===== config.mk =====
export PLATFORM = sky130hd
export DESIGN_NAME = pe_line_sequencer
export DESIGN_NICKNAME = d
export VERILOG_FILES = /design/src/rtl/pe_pkg.sv /design/src/rtl/pe_line_sequencer.sv
export SDC_FILE = /design/constraint.sdc
export NUM_CORES = 1
export LEC_CHECK = 0
export ABC_CLOCK_PERIOD_IN_PS = 2100
export CELL_PAD_IN_SITES_DETAIL_PLACEMENT = 1
export CELL_PAD_IN_SITES_GLOBAL_PLACEMENT = 2
export CORE_MARGIN = 4
export CORE_UTILIZATION = 28
export DETAILED_ROUTE_END_ITERATION = 8
export PLACE_DENSITY_LB_ADDON = 0.2
export SYNTH_ARGS = -nofsm -noshare
export SYNTH_HDL_FRONTEND = slang
export SYNTH_SLANG_ARGS = --single-unit
export TNS_END_PERCENT = 50

===== constraint.sdc =====
create_clock -name clock -period 2.1 [get_ports clock]
set_input_delay 0.315 -clock clock [delete_from_list [all_inputs] [get_ports clock]]
set_output_delay 0.315 -clock clock [all_outputs]
set_load 0.01 [all_outputs]

===== src/rtl/pe_pkg.sv =====
// Shared definitions for the priority-evaluation sequencer and datapath:
// the sequencer state encoding and the default line geometry.
package pe_pkg;

  typedef enum logic [2:0] {
    IDLE  = 3'd0,
    PRIME = 3'd1,
    P0    = 3'd2,
    P1    = 3'd3,
    P2    = 3'd4,
    P3    = 3'd5,
    DRAIN = 3'd6
  } pe_seq_state_t;

  localparam int unsigned PE_LINE_PIXELS  = 240;
  localparam int unsigned PE_PRIME_CYCLES = 2;

endpackage


===== src/rtl/pe_line_sequencer.sv =====
// Per-scanline controller: primes the datapath, steps the four-phase per-pixel
// address/read sequence across a line, and flips the ping-pong buffer per line.
module pe_line_sequencer
  import pe_pkg::*;
#(
  parameter int unsigned LINE_PIXELS  = PE_LINE_PIXELS,
  parameter int unsigned PRIME_CYCLES = PE_PRIME_CYCLES
) (
  input  logic       clock,
  input  logic       reset,
  input  logic       line_start,
  input  logic [7:0] vcount,
  input  logic       enable,
  input  logic       stall,
  output logic [7:0] col,
  output logic [7:0] line_num,
  output logic       buf_sel,
  output logic       clear,
  output logic       send_address_1,
  output logic       send_address_2,
  output logic       read_data_1,
  output logic       read_data_2,
  output logic       pixel_valid,
  output logic       line_busy,
  output logic       line_done,
  output logic       overrun
);

  localparam logic [7:0] LAST_COL   = 8'(LINE_PIXELS - 1);
  localparam logic [7:0] PRIME_LAST = 8'(PRIME_CYCLES - 1);

  pe_seq_state_t state_q, state_d;
  logic [7:0]    col_q, col_d;
  logic [7:0]    line_num_q, line_num_d;
  logic [7:0]    prime_q, prime_d;
  logic          buf_sel_q, buf_sel_d;
  logic          overrun_q, overrun_d;

  // State and counter registers
  always_ff @(posedge clock or posedge reset) begin
    if (reset) begin
      state_q    <= IDLE;
      col_q      <= 8'd0;
      line_num_q <= 8'd0;
      prime_q    <= 8'd0;
      buf_sel_q  <= 1'b0;
      overrun_q  <= 1'b0;
    end else begin
      state_q    <= state_d;
      col_q      <= col_d;
      line_num_q <= line_num_d;
      prime_q    <= prime_d;
      buf_sel_q  <= buf_sel_d;
      overrun_q  <= overrun_d;
    end
  end

  // Next-state logic; a line_start outranks stall and the DRAIN exit
  always_comb begin
    state_d    = state_q;
    col_d      = col_q;
    line_num_d = line_num_q;
    prime_d    = prime_q;
    buf_sel_d  = buf_sel_q;
    overrun_d  = 1'b0;
    if (line_start) begin
      overrun_d = (state_q != IDLE);
      if (enable) begin
        state_d    = PRIME;
        col_d      = 8'd0;
        line_num_d = vcount;
        buf_sel_d  = ~buf_sel_q;
        prime_d    = 8'd0;
      end else begin
        state_d = IDLE;
      end
    end else begin
      case (state_q)
        IDLE:  state_d = IDLE;
        PRIME: begin
          if (prime_q == PRIME_LAST) begin
            state_d = P0;
          end else begin
            prime_d = prime_q + 8'd1;
          end
        end
        P0: begin
          if (stall) state_d = P0;
          else       state_d = P1;
        end
        P1: begin
          if (stall) state_d = P1;
          else       state_d = P2;
        end
        P2: begin
          if (stall) state_d = P2;
          else       state_d = P3;
        end
        P3: begin
          if (stall) begin
            state_d = P3;
          end else if (col_q == LAST_COL) begin
            state_d = DRAIN;
          end else begin
            col_d   = col_q + 8'd1;
            state_d = P0;
          end
        end
        DRAIN:   state_d = IDLE;
        default: state_d = IDLE;
      endcase
    end
  end

  // Output decode from registered state; stall only masks the pixel-phase strobes
  always_comb begin
    clear          = 1'b0;
    send_address_1 = 1'b0;
    send_address_2 = 1'b0;
    read_data_1    = 1'b0;
    read_data_2    = 1'b0;
    pixel_valid    = 1'b0;
    line_busy      = 1'b1;
    line_done      = 1'b0;
    case (state_q)
      IDLE: begin
        clear     = 1'b1;
        line_busy = 1'b0;
      end
      PRIME: clear = 1'b1;
      P0:    read_data_2 = ~stall;
      P1:    clear = 1'b0;
      P2:    send_address_1 = ~stall;
      P3: begin
        send_address_2 = ~stall;
        read_data_1    = ~stall;
        clear          = ~stall;
        pixel_valid    = ~stall;
      end
      DRAIN: begin
        read_data_2 = 1'b1;
        line_done   = 1'b1;
      end
      default: begin
        clear     = 1'b1;
        line_busy = 1'b0;
      end
    endcase
  end

  assign col      = col_q;
  assign line_num = line_num_q;
  assign buf_sel  = buf_sel_q;
  assign overrun  = overrun_q;

endmodule


==> flow_summary.ini, run 1 <==
[grt]
grt_use_met2 = 0.264
antenna_found_initial = 0
top_usage_layer = met2
grt_use_total = 0.146
overflow = 0
grt_max_degree = 30
grt_pass1_wl_mm = 7.23
grt_pass1_vias = 1450
met3_usage = 0.0410
grt_use_met1 = 0.169

[power]
pwr-share-comb = 0.283
p_clk_frac = 0.288
swShare = 0.301
p_per_area_nw_per_um2 = 759
p_int_mw = 1.13
peakVddDrop_mv = 0.283
leakagePower_nw = 0.940
power_mw = 1.62
switching_power_mw = 0.487
p_seq_frac = 0.430

[logic_synthesis]
yosysTopAreaCell = dfrtp_1
synth_nets = 174
synth_edf_count = 0
ys_ff_latch = 29
yosys_warnings = 0
yosysSeqAreaShare = 0.483
synthCells = 158
synthArstFlopShare = 1.00
synth_most_common_cell = dfrtp_1
syn_area_per_cell_um2 = 9.50
netlist_top_cells_area = dfrtp_1 48%, nand2_1 7.0%, nand3_1 3.3%, nor2_1 3.0%, nand4_1 2.9%
synth_top_cell_area_share = 0.483
synth_flop_cell = dfrtp_1
syn_area_um2 = 1500
ys_top_cells_by_count = 29 x dfrtp_1, 28 x nand2_1, 12 x nor2_1, 10 x nand3_1, 9 x inv_1
ys_types = 35

[setup_path]
path_class = in -> out
startpoint_type = input pin
crit_required_ns = 1.78
end_kind = output pin
critical_path_peak_fanout = 5
arrival_ns = 1.74

[timing]
hold_viol = 0
maxSlewHeadroom = 0.723
post-route-min-period_ns = 2.06
finClkSkew_ns = 0.00350
worstMarginPinSlew_ns = 0.414
rsz0062_at_grt = yes
maxSlewViolCount = 0
hold_ws_ns = 0.421
finalCritPeriodShare = 0.980
timing.fmax_mhz = 486
setup_viol = 0

[die]
die_y_um = 81.2
initial_utilization = 0.292
rows = 26
die-area_um2 = 6600
die_x_um = 81.2
core-area_um2 = 5140
num_io_pins = 39

[clock_network]
clock_sinks = 29
insertion_delay_ns = 0.28
cts_root_buffer = clkbuf_8
htree_num_levels = 2
cts_tree = built
path_clk_slew_ns = 0.06
cts_buffer_depth = 2
cts-buffers-inserted = 5
cts_hold_buffers = 0

[outcome]
status = completed

[finish]
drive_gt1_frac = 0.148
syn_to_final_growth_pct = 42.0
fin_nets = 225
fin_area_um2 = 2130
final_cells = 279
diodes = 0

[placement]
numPortBuffers = 38
place.gp.congestion = 0.856
dp.cells = 269
placed_cell_area_um2 = 2010
dp_hpwl_mm = 3.19

[routing]
wire_per_inst_um = 15.5
drtIter0Drc = 60
drc_errors = 0
antenna_left = 0
via_per_inst = 4.83
wirelength_mm = 4.33
vias = 1347
dr.pass1.iters = 4

[worst_hold_path]
hp-class = in -> async

[flow_run]
cap_violations = 0
-- worst max-delay path: stages --
cell and delay, ns:
clkdlybuf4s50_1 0.49, and4bb_2 0.38, clkdlybuf4s50_1 0.55
-- routing by layer --
metal | wire length (um) | vias to the layer above | part of all wire
met1 | 1800 | 675 | 0.42
met4 | 29 | 0 | 0.0067
li1 | - | 647 | -
met5 | 0 | - | 0
met2 | 2380 | 20 | 0.55
met3 | 122 | 5 | 0.028
-- final timing paths --
| check | from | endpoint | slack (ns) | depth (start not counted) |
|---|---|---|---|---|
| max | stall | pixel_valid | 0.04 | 3 |
| min | reset | line_num[1] | 0.42 | 3 |
| max reg2reg | prime_q[1] | state_q[1] | 0.09 | 6 |
| min reg2reg | line_num[1] | line_num[1] | 0.48 | 2 |
| max in group asynchronous | reset | state_q[1] | 1.37 | 3 |
| min in group clock | line_num[1] | line_num[1] | 0.48 | 2 |
-- power by group through the flow --
stage          Clock [mW]  Sequential [mW]  Combinational, mW
2_1_floorplan           0            0.698              0.210
3_3_place_gp            0            0.697              0.420
3_5_place_dp            0            0.704              0.443
4_1_cts             0.480            0.695              0.447
5_1_grt             0.511            0.711              0.504
6_report            0.465            0.695              0.458
-- cells by family after synthesis --
family	share of synthesized area
buf+inv	0.0525
mux	0.00667
fa+ha+maj	0.0250
flops	0.483
xor+xnor	0.0583
simple gates	0.276
compound gates	0.0983
-- sequential cells by signal (all words and copies together) (netlist names) --
| name | count |
|---|---|
| overrun | 1 |
| buf_sel | 1 |
| col | 8 |
| state_q | 3 |
| prime_q | 8 |
| line_num | 8 |
-- stage by stage --
stage / util / setup TNS (ns) / setup WS, ns
floorplan: - / 0 / 0.336
global placement: 0.392 / 0 / 0.0908
detailed placement: 0.392 / 0 / 0.0211
CTS: 0.409 / 0 / 0.0185
global route: 0.415 / -0.109 / -0.0434
finish: 0.415 / 0 / 0.0424
-- cell type report --
cell class / count / area [um2]
Sequential cell: 29 / 729
Timing Repair Buffer: 53 / 498
Clock buffer: 7 / 86.3
Multi-Input combinational cell: 111 / 697
Tap cell: 70 / 87.6
Fill cell: 615 / 3010
Inverter: 9 / 33.8
-- placed cells by master, fill, tap and decap left out, drive strengths merged, types with 5 or more instances in the layout --
master	instances
nor2	12
nand3	10
clkdlybuf4s50	36
dfrtp	29
nand2	28
xnor2	5
nor3	5
xor2	5
clkbuf	7
nand4	7
o21ai	7
buf	15
inv	9
-- repair_timing --
action,in CTS,in global routing
setup buffers,0,3
pin swaps,0,2
setup endpoints to repair,4,6
gates resized for setup,2,4
No activity file was read; power rests on OpenSTA's default activity.
==> inputs of run 2 (changes only) <==
--- a/config.mk
+++ b/config.mk
@@ -8,6 +8,7 @@
 export ABC_CLOCK_PERIOD_IN_PS = 2100
 export CELL_PAD_IN_SITES_DETAIL_PLACEMENT = 1
 export CELL_PAD_IN_SITES_GLOBAL_PLACEMENT = 2
+export CORE_ASPECT_RATIO = 0.75
 export CORE_MARGIN = 4
 export CORE_UTILIZATION = 28
 export DETAILED_ROUTE_END_ITERATION = 8
==> run 2 against run 1 <==
Combinational power decreased by 9.2%. Sequential power increased by 1%. Clock-buffer cell count unchanged. First-iteration DRC count decreased by 50%. Final area decreased by 1.4%. Register-to-register slack about the same. Utilization increased by 0.25 points. Critical endpoint is now read_data_1. Highest routed layer unchanged.
==> flow_summary.ini, run 2 (same netlist as run 1, synthesis figures left out) <==
[routing]
drc_errors = 0
vias = 1273
wirelength_mm = 3.94
antenna_left = 0
dr.pass1.iters = 4
drtIter0Drc = 30
wire_per_inst_um = 14.2
via_per_inst = 4.60

[timing]
finClkSkew_ns = 0.00366
hold_viol = 0
setup_tns_ns = 0
post-route-min-period_ns = 2.04
worstMarginPinSlew_ns = 0.388
setup_viol = 0
maxSlewHeadroom = 0.740
finalCritPeriodShare = 0.972
timing.fmax_mhz = 490
maxSlewViolCount = 0
rsz0062_at_grt = yes
fin_ws_ns = 0.0596

[clock_network]
cts_root_buffer = clkbuf_8
cts_tree = built
path_clk_slew_ns = 0.06
cts_buffer_depth = 2
cts_hold_buffers = 0
cts-buffers-inserted = 5
htree_num_levels = 2
clock_sinks = 29
insertion_delay_ns = 0.27

[grt]
grt_pass1_wl_mm = 6.69
overflow = 0
grt_pass1_vias = 1356
grt_use_total = 0.127
antenna_found_initial = 0
grt_max_degree = 30

[power]
leakagePower_nw = 0.917
p_seq_frac = 0.448
p_clk_frac = 0.288
swShare = 0.293
pwr-share-comb = 0.264
p_int_mw = 1.11
p_per_area_nw_per_um2 = 749
peakVddDrop_mv = 0.271
switching_power_mw = 0.462

[finish]
fin_area_um2 = 2100
syn_to_final_growth_pct = 40.0
layout_common_cells = 37 x clkdlybuf4s50_1, 28 x nand2_1, 26 x dfrtp_1
diodes = 0
drive_gt1_frac = 0.132
layout_commonest_cell = clkdlybuf4s50_1
fin_nets = 221

[placement]
place.gp.congestion = 0.761
numPortBuffers = 38
dp_hpwl_mm = 2.92
place_ws_ns = 0.0160
placed_cell_area_um2 = 1990

[setup_path]
end_kind = output pin
arrival_ns = 1.73
startpoint_type = input pin
critical_path_peak_fanout = 4
path_class = in -> out
crit_required_ns = 1.78

[die]
die-area_um2 = 6610
rows = 22
num_io_pins = 39
die_y_um = 71.4
initial_utilization = 0.298
core-area_um2 = 5040
die_x_um = 92.6

[outcome]
status = completed

[flow_run]
cap_violations = 0

[worst_hold_path]
hp-class = in -> async
run 2: cell count changes in the layout (fill, tap and decap cells not counted):
cell | before | now
o21ai_1 | 1 | 2
clkdlybuf4s50_1 | 36 | 37
dlymetal6s2s_1 | 2 | 1
buf_4 | 15 | 11
o21ai_0 | 6 | 5
run 2: final timing paths:
path | from | end | slack [ns] | cells past startpoint
worst min-delay path | reset | prime_q[5] | 0.42 | 3
worst max-delay path | stall | read_data_1 | 0.06 | 3
max in group asynchronous | reset | prime_q[1] | 1.39 | 3
worst max register to register | prime_q[1] | prime_q[2] | 0.09 | 7
min in group clock | line_num[0] | line_num[0] | 0.48 | 2
worst min register to register | line_num[0] | line_num[0] | 0.48 | 2
run 2: final cells by class:
| class | instances | area (um2) |
|---|---|---|
| multi-input combinational | 111 | 697 |
| tap | 72 | 90.1 |
| sequential | 29 | 729 |
| inverter | 9 | 33.8 |
| clock buffer | 7 | 86.3 |
| fill | 584 | 2940 |
| timing repair buffer | 49 | 465 |
run 2: repair_timing:
| action | in CTS | in global routing |
|---|---|---|
| resized for setup | 1 | 5 |
| pin swaps | 0 | 2 |
| endpoints found under the setup margin | 4 | 6 |
| setup buffers | 0 | 3 |
run 2: layer usage:
| metal | wire [um] | GRT usage | part of all wire |
|---|---|---|---|
| met2 | 1930 | 0.211 | 0.49 |
| met5 | 0 | 0 | 0 |
| met4 | 17 | 0.0346 | 0.0043 |
| met3 | 104 | 0.0357 | 0.026 |
| met1 | 1890 | 0.164 | 0.48 |
run 2: power groups by stage:
| stage | logic [mW] | registers (mW) | clock network (mW) |
|---|---|---|---|
| finish | 0.416 | 0.705 | 0.454 |
| detailed placement | 0.407 | 0.712 | 0 |
| floorplan | 0.210 | 0.698 | 0 |
| CTS | 0.411 | 0.704 | 0.476 |
| global route | 0.461 | 0.721 | 0.498 |
| global placement | 0.389 | 0.705 | 0 |
run 2: worst max-delay path, cell delays in order:
cell,delay [ns]
clkdlybuf4s50_1,0.48
and4bb_2,0.38
clkdlybuf4s50_1,0.56
run 2: metrics by stage:
step	hold slack, ns	util	instances	total power [mW]
floorplan	0.393	-	158	0.908
global placement	0.456	0.394	267	1.09
detailed placement	0.474	0.394	267	1.12
CTS	0.434	0.412	274	1.59
global route	0.452	0.417	277	1.68
finish	0.419	0.417	277	1.57
==> inputs of run 3 (changes only) <==
--- a/config.mk
+++ b/config.mk
@@ -10,7 +10,7 @@
 export CELL_PAD_IN_SITES_GLOBAL_PLACEMENT = 2
 export CORE_ASPECT_RATIO = 0.75
 export CORE_MARGIN = 4
-export CORE_UTILIZATION = 28
+export CORE_UTILIZATION = 29
 export DETAILED_ROUTE_END_ITERATION = 8
 export PLACE_DENSITY_LB_ADDON = 0.2
 export SYNTH_ARGS = -nofsm -noshare
==> run 3 against run 2 <==
Clock skew grew 0.0026 ns. Combinational power grew 2%. Non-clock buffer count increased by 3.
==> flow_summary.ini, run 3 (same netlist as run 1, synthesis figures left out) <==
[outcome]
status = completed

[clock_network]
insertion_delay_ns = 0.28
path_clk_slew_ns = 0.06
htree_num_levels = 2
cts-buffers-inserted = 5
clock_sinks = 29
cts_buffer_depth = 2
cts_root_buffer = clkbuf_8
cts_tree = built

[setup_path]
end_kind = output pin
path_class = in -> out
reg2reg_depth = 7
critical_path_peak_fanout = 5
crit_required_ns = 1.78
startpoint_type = input pin
arrival_ns = 1.72

[power]
power_mw = 1.56
p_per_area_nw_per_um2 = 741
peakVddDrop_mv = 0.255
leakagePower_nw = 0.935

[routing]
drtIter0Drc = 40
dr.pass1.iters = 4
antenna_left = 0
routed-wl-met3_um = 238
drc_errors = 0
met1_length_mm = 1.89
via_per_inst = 4.87
route.met2.wl_mm = 1.77
wirelength_mm = 3.94
routed.top_layer = met4
wire_per_inst_um = 14.6
vias = 1309

[die]
die_x_um = 91.1
initial_utilization = 0.303
die_y_um = 70.3
num_io_pins = 39
core-area_um2 = 4950
rows = 22
die-area_um2 = 6400

[timing]
rsz0062_at_grt = no
setup_viol = 0
setup_tns_ns = 0
finalCritPeriodShare = 0.967
maxSlewHeadroom = 0.748
timing.fmax_mhz = 492
worstMarginPinSlew_ns = 0.378
maxSlewViolCount = 0
finClkSkew_ns = 0.00621
hold_viol = 0
post-route-min-period_ns = 2.03

[grt]
grt_use_total = 0.131
grt_max_degree = 30
grt_pass1_vias = 1397
antenna_found_initial = 0
grt_pass1_wl_mm = 6.73
overflow = 0

[placement]
place.gp.congestion = 0.875
dp_hpwl_mm = 2.86
dp.cells = 258
numPortBuffers = 38

[finish]
layout_common_cells = 37 x clkdlybuf4s50_1, 28 x nand2_1, 27 x dfrtp_1
fin_nets = 224
diodes = 0
final_cells = 269
layout_commonest_cell = clkdlybuf4s50_1
drive_gt1_frac = 0.144
syn_to_final_growth_pct = 40.4

[flow_run]
cap_violations = 0

[worst_hold_path]
hp-class = in -> async
[run 3: changes by cell type in the layout (fill, tap and decap cells not counted)]
cell,before,now
clkinv_2,0,2
buf_4,11,14
and4bb_2,1,0
clkbuf_8,6,5
o21ai_0,5,7
dfrtp_2,3,2
dfrtp_1,26,27
and4bb_4,0,1
o21ai_1,2,0
[run 3: area by class of cell]
cell class | instances | area (um2)
repair buffers | 52 | 488
clock inverters | 2 | 10.0
inverters | 9 | 33.8
multi-input cells | 111 | 701
flip-flops and latches | 29 | 728
well taps | 60 | 75.1
fillers | 575 | 2850
clock buffers | 6 | 72.6
[run 3: worst paths after layout]
kind                             start  slack (ns)           to
min in group clock         line_num[7]        0.48  line_num[7]
hold reg to reg            line_num[7]        0.48  line_num[7]
setup / recovery                 stall        0.07  pixel_valid
hold / removal                   reset        0.42  line_num[1]
setup reg to reg            prime_q[1]        0.16   prime_q[2]
max in group asynchronous        reset        1.38   state_q[0]
[run 3: critical path, cell delays in order]
cell and delay [ns]:
clkdlybuf4s50_1 0.48, and4bb_4 0.38, clkdlybuf4s50_1 0.55
[run 3: power breakdown]
part,switching [mW],total (mW),internal (mW)
clock network,0.207,0.436,0.229
logic,0.190,0.425,0.235
registers,0.0771,0.701,0.624
[run 3: metal layers]
| layer | GRT usage | vias up |
|---|---|---|
| met1 | 0.166 | 624 |
| met3 | 0.0463 | 5 |
| met2 | 0.206 | 35 |
| li1 | - | 645 |
| met5 | 0 | - |
| met4 | 0.0468 | 0 |
[run 3: through the flow]
| stage | hold slack (ns) | utilization | instance area (um2) | worst slack, ns |
|---|---|---|---|---|
| after floorplan | 0.393 | - | 1500 | 0.336 |
| after global placement | 0.460 | 0.403 | 1990 | 0.0495 |
| after detailed placement | 0.472 | 0.403 | 1990 | 0.0449 |
| after CTS | 0.444 | 0.419 | 2080 | 0.0109 |
| after global routing | 0.487 | 0.426 | 2110 | 0.0276 |
| final | 0.422 | 0.426 | 2110 | 0.0688 |
[run 3: repair_timing]
action | 4_1_cts | 5_1_grt
setup endpoints to repair | 4 | 7
resized for setup | 1 | 3
buffers inserted | 0 | 3
pin swaps | 0 | 2
hold buffers | 0 | 0
